**src/rtl/rrv64_clkgate_pkg.sv**
```systemverilog
// Shared types and default widths for the L1D clock-gate enable controller.
package rrv64_clkgate_pkg;

  typedef enum logic [1:0] {
    ST_RUN   = 2'd0,
    ST_GATED = 2'd1,
    ST_WAKE  = 2'd2
  } state_e;

  localparam int IDLE_W_DEF = 8;
  localparam int STAT_W_DEF = 16;

endpackage

```
**src/rtl/rrv64_clkgate_ctrl.sv**
```systemverilog
// Idle-count / wake FSM driving the enable and scan-enable of one L1D clock-gate cell.
// Enable drops 1 cycle after the Nth idle cycle; ready follows enable by WAKE_LAT cycles; no backpressure.
module rrv64_clkgate_ctrl
  import rrv64_clkgate_pkg::*;
#(
  parameter int IDLE_W   = IDLE_W_DEF,
  parameter int WAKE_LAT = 2,
  parameter int STAT_W   = STAT_W_DEF
) (
  input  logic              clk_i,
  input  logic              rst_i,
  input  logic              busy_i,
  input  logic              wake_req_i,
  input  logic              force_on_i,
  input  logic [IDLE_W-1:0] idle_thresh_i,
  input  logic              scan_en_i,
  output logic              clk_enable_o,
  output logic              clk_senable_o,
  output logic              ready_o,
  output logic              gated_o,
  output logic [STAT_W-1:0] gate_cnt_o
);

  localparam int WK_W = (WAKE_LAT > 1) ? $clog2(WAKE_LAT) : 1;
  localparam logic [WK_W-1:0] WAKE_LAST = (WAKE_LAT > 0) ? WK_W'(WAKE_LAT - 1) : '0;

  state_e              r_state;
  state_e              w_state_nxt;
  logic [IDLE_W-1:0]   r_idle_cnt;
  logic [IDLE_W-1:0]   w_idle_cnt_nxt;
  logic [WK_W-1:0]     r_wake_cnt;
  logic [WK_W-1:0]     w_wake_cnt_nxt;
  logic                w_gate_inc;
  logic                w_idle;
  logic                r_clk_enable;
  logic                r_ready;
  logic                r_gated;
  logic [STAT_W-1:0]   r_gate_cnt;

  assign w_idle = !busy_i && !wake_req_i && !force_on_i;

  always_comb begin
    w_state_nxt    = r_state;
    w_idle_cnt_nxt = r_idle_cnt;
    w_wake_cnt_nxt = r_wake_cnt;
    w_gate_inc     = 1'b0;
    case (r_state)
      ST_RUN: begin
        if (!w_idle || idle_thresh_i == '0) begin
          w_idle_cnt_nxt = '0;
        end else if (r_idle_cnt >= idle_thresh_i - IDLE_W'(1)) begin
          // >= so a threshold lowered mid-count gates on the next idle cycle
          w_state_nxt    = ST_GATED;
          w_idle_cnt_nxt = '0;
          w_gate_inc     = 1'b1;
        end else begin
          w_idle_cnt_nxt = r_idle_cnt + IDLE_W'(1);
        end
      end
      ST_GATED: begin
        if (!w_idle) begin
          w_wake_cnt_nxt = '0;
          w_state_nxt    = (WAKE_LAT == 0) ? ST_RUN : ST_WAKE;
        end
      end
      ST_WAKE: begin
        // Wake always runs to completion; activity here is irrelevant.
        w_idle_cnt_nxt = '0;
        w_wake_cnt_nxt = r_wake_cnt + WK_W'(1);
        if (r_wake_cnt == WAKE_LAST) begin
          w_state_nxt = ST_RUN;
        end
      end
      default: begin
        w_state_nxt    = ST_RUN;
        w_idle_cnt_nxt = '0;
        w_wake_cnt_nxt = '0;
      end
    endcase
  end

  always_ff @(posedge clk_i) begin
    if (rst_i) begin
      r_state      <= ST_RUN;
      r_idle_cnt   <= '0;
      r_wake_cnt   <= '0;
      r_gate_cnt   <= '0;
      r_clk_enable <= 1'b1;
      r_ready      <= 1'b1;
      r_gated      <= 1'b0;
    end else begin
      r_state      <= w_state_nxt;
      r_idle_cnt   <= w_idle_cnt_nxt;
      r_wake_cnt   <= w_wake_cnt_nxt;
      r_gate_cnt   <= r_gate_cnt + STAT_W'(w_gate_inc);
      r_clk_enable <= (w_state_nxt != ST_GATED);
      r_ready      <= (w_state_nxt == ST_RUN);
      r_gated      <= (w_state_nxt == ST_GATED);
    end
  end

  // Scan must always be able to clock the domain, whatever the FSM is doing.
  assign clk_senable_o = scan_en_i;
  assign clk_enable_o  = r_clk_enable;
  assign ready_o       = r_ready;
  assign gated_o       = r_gated;
  assign gate_cnt_o    = r_gate_cnt;

endmodule

```
**config.mk**
```make
export PLATFORM = sky130hd
export DESIGN_NAME = rrv64_clkgate_ctrl
export DESIGN_NICKNAME = d
export VERILOG_FILES = /design/src/rtl/rrv64_clkgate_pkg.sv /design/src/rtl/rrv64_clkgate_ctrl.sv
export SDC_FILE = /design/constraint.sdc
export NUM_CORES = 1
export LEC_CHECK = 0
export ABC_AREA = 1
export BUFFER_PORTS_ARGS = -buffer_cell sky130_fd_sc_hd__buf_4
export CAP_MARGIN = 20
export CORE_ASPECT_RATIO = 0.7
export CORE_UTILIZATION = 50
export CTS_CLUSTER_SIZE = 14
export DETAILED_ROUTE_END_ITERATION = 10
export PLACE_DENSITY_LB_ADDON = 0.15
export RECOVER_POWER = 100
export SLEW_MARGIN = 5
export SYNTH_ARGS = -nofsm -noshare
export SYNTH_HDL_FRONTEND = slang
export SYNTH_SLANG_ARGS = --single-unit
export TNS_END_PERCENT = 100
```
**constraint.sdc**
```tcl
create_clock -name clk_i -period 3.57 [get_ports clk_i]
set_input_delay 0 -clock clk_i [delete_from_list [all_inputs] [get_ports clk_i]]
set_output_delay 0 -clock clk_i [all_outputs]
set_load 0.01 [all_outputs]
```
==> impl_results.md <==
* Port buffer count at 31
* CTS tree: yes
* Final Slew Violations at 0
* Initial antenna violation count at 0
* GP Congestion at 0.821
* Clk buf depth at 2
* Worst vdd ir at 0.251 mV
* Std-Cell Core Area at 0.00319 mm^2
* Resized cells post-CTS at 0
* DR iter-0 viols at 86
* Routed WL at 3560 um
* Power Density at 338 mW/mm^2
* Placement Setup Slack at 0.780 ns
* Worst Path Max Fanout at 5
* Residual DRC count at 0
* Post-CTS Setup Bufs at 0
* Worst-path clk slew at 0.07 ns
* I/O pin count at 34
* Placed cell areas at 0.00196 mm^2
* Clock insertion delay at the later pin of the skew report at 0.28 ns
* Setup crit end kind: flop
* Synth Net Count at 259
* Die H at 50.8 um
* Number of nets in the layout at 295
* Average wire per standard cell at 11.6 um
* DR vias at 1,548
* GR Overflow Total at 0
* Sequential fraction of the synthesis area at 35.3%
* Skew final at 0.00667 ns
* Vias/cell at 5.06
* Worst Tran Pin Value at 0.390 ns
* Most frequent cells in the layout: 46 x nand2_1, 33 x inv_1, 30 x dfxtp_1
* Arr. time, crit path at 2.84 ns
* Largest net degree at the start of global routing at 14
* Reg area at 601 um^2
* Worst hold margin at 0.0000622 ns
* CTS H-tree depth at 2
* Post-Syn Area per Cell at 7.36 um^2
* Final min period at 2.66 ns
* Number of global-route vias before repair at 1,446
* Multi-input gate area at 923 um^2
* Final period utilization at 74.6%
* Total global-route track usage at 23.2%
* RSZ-0062 raised after global routing: false
* Fmax at 376 MHz
* Initial Util at 53.3%
* Synthesized area at 0.00170 mm^2
* Final Hold Fails at 0
* Clock Sinks at 30
* Post-route cell area at 0.00196 mm^2
* Syn. warnings at 0
* Hold buffer count at CTS at 1
* Die Width at 71.7 um
* Worst rel slew slack at 74.0%
* Max capacitance violation total at 0
* TNS Setup at 0 ns
* Synth Instances at 231
* Setup ws final at 0.907 ns
* Die Area at 0.00364 mm^2
* LEAKAGE at 0.874 nW
* First drt pass iteration count at 4
* Row count at 17
* Commonest non-fill, non-tap cell in the layout: nand2_1
* Post-route ant nets at 0
* Syn-to-layout area delta at 15.4%
* Total power draw at 0.663 mW
* CTS Root Cell: clkbuf_8
* Status: finished, final reports clean
* Layout cells sized above 1 at 11.6%
* DP Wirelength at 2720 um
* Final setup viols at 0
* Number of buffers created by CTS at 5
* Antenna cells at 0
* WS Path Type: reg -> reg
* Hold crit path type: in -> out
* CP Launch Type: flop
* FF+latch count, synth at 30
* Filler cells at 333
* First-pass GRT wire length at 6370 um
* Synth cell types at 28
* Critical path data required time at 3.75 ns
synthesized netlist by cell type:
cell      number  share of area [%]
nand2_1       45                9.9
inv_1         31                6.8
dfxtp_1       30                 35
nor2_1        22                4.9
a21oi_1       18                5.3
ha_1          14                 10
nand3_1       11                3.2
nor2_2         8                2.9
o21ai_0        8                2.4
xor2_1         8                4.1
nand4_1        6                2.2
nor3_1         5                1.5
inv_2          3               0.66
nand3_2        3                1.8
nor2_4         3                2.0
nand2_2        2               0.74
o21a_1         2               0.88
xnor2_1        2                1.0
a211oi_1       1               0.44
buf_2          1               0.29
buf_4          1               0.44
clkbuf_1       1               0.22
mux2i_1        1               0.59
nand3b_1       1               0.44
nor3_2         1               0.59
nor4_1         1               0.37
o21ai_1        1               0.29
o22ai_1        1               0.37
layout make-up:
class	instances	area share (%)
clock buffer	7	4.40
clock inverter	1	0.255
inverter	34	6.51
multi-input combinational	164	47.1
sequential	30	30.6
tap	38	2.42
timing repair buffer	32	8.74
routing by layer:
metal	up-vias	part of all wire (%)	global-route usage [%]
met5	-	0	0
met4	0	0.95	7.84
met3	4	6.7	6.83
met2	50	38	33.3
met1	679	55	32.8
li1	815	-	-
path summary, 6_finish.rpt:
path	startpoint	endpoint	slack, ns	cells after the start
max	r_idle_cnt[0]	gate_cnt_o[12]	0.91	19
min	scan_en_i	clk_senable_o	0.00006	0
max reg2reg	r_idle_cnt[0]	gate_cnt_o[12]	0.91	19
min reg2reg	gate_cnt_o[12]	gate_cnt_o[12]	0.47	2
stage by stage:
step                      instances  util (%)
after global placement          297      61.6
after CTS                       306      64.7
after floorplan                 231         -
final                           306      61.5
after global routing            306      61.5
after detailed placement        297      61.6
cells by family (layout without fill, tap and decap cells):
kind of cell / after synthesis / after routing / share of synthesized area (%)
AND/OR/NAND/NOR: 108 / 108 / 30.5
buffers and inverters: 37 / 74 / 8.46
AO/OA/AOI/OAI: 31 / 31 / 9.64
flip-flops: 30 / 30 / 35.3
adder cells (fa/ha/maj): 14 / 14 / 10.3
XOR/XNOR: 10 / 10 / 5.15
multiplexers: 1 / 1 / 0.589
critical path, cell delays in order (launching register included):
cell	delay (ns)
dfxtp_1	0.33
inv_1	0.09
ha_1	0.28
nand2_1	0.04
nand3b_1	0.07
nand2_1	0.05
nand2_1	0.08
nand2_1	0.10
nand2_1	0.07
nand2_1	0.08
inv_1	0.07
ha_1	0.20
ha_1	0.17
nand3_1	0.11
nor2_1	0.24
nand2_2	0.06
nor2_1	0.23
nand2_1	0.08
o21ai_0	0.15
a21oi_1	0.06
power by group:
part / internal (mW) / switching (mW)
Sequential: 0.335 / 0.000450
Clock: 0.155 / 0.124
Combinational: 0.0215 / 0.0269
Total: 0.512 / 0.151
registers in the layout, indices dropped and copies added, names as in the netlist:
signal        count
gated_o           1
ready_o           1
gate_cnt_o       16
r_state           2
clk_enable_o      1
r_idle_cnt        8
r_wake_cnt        1
No activity file was read; power rests on OpenSTA's default activity.
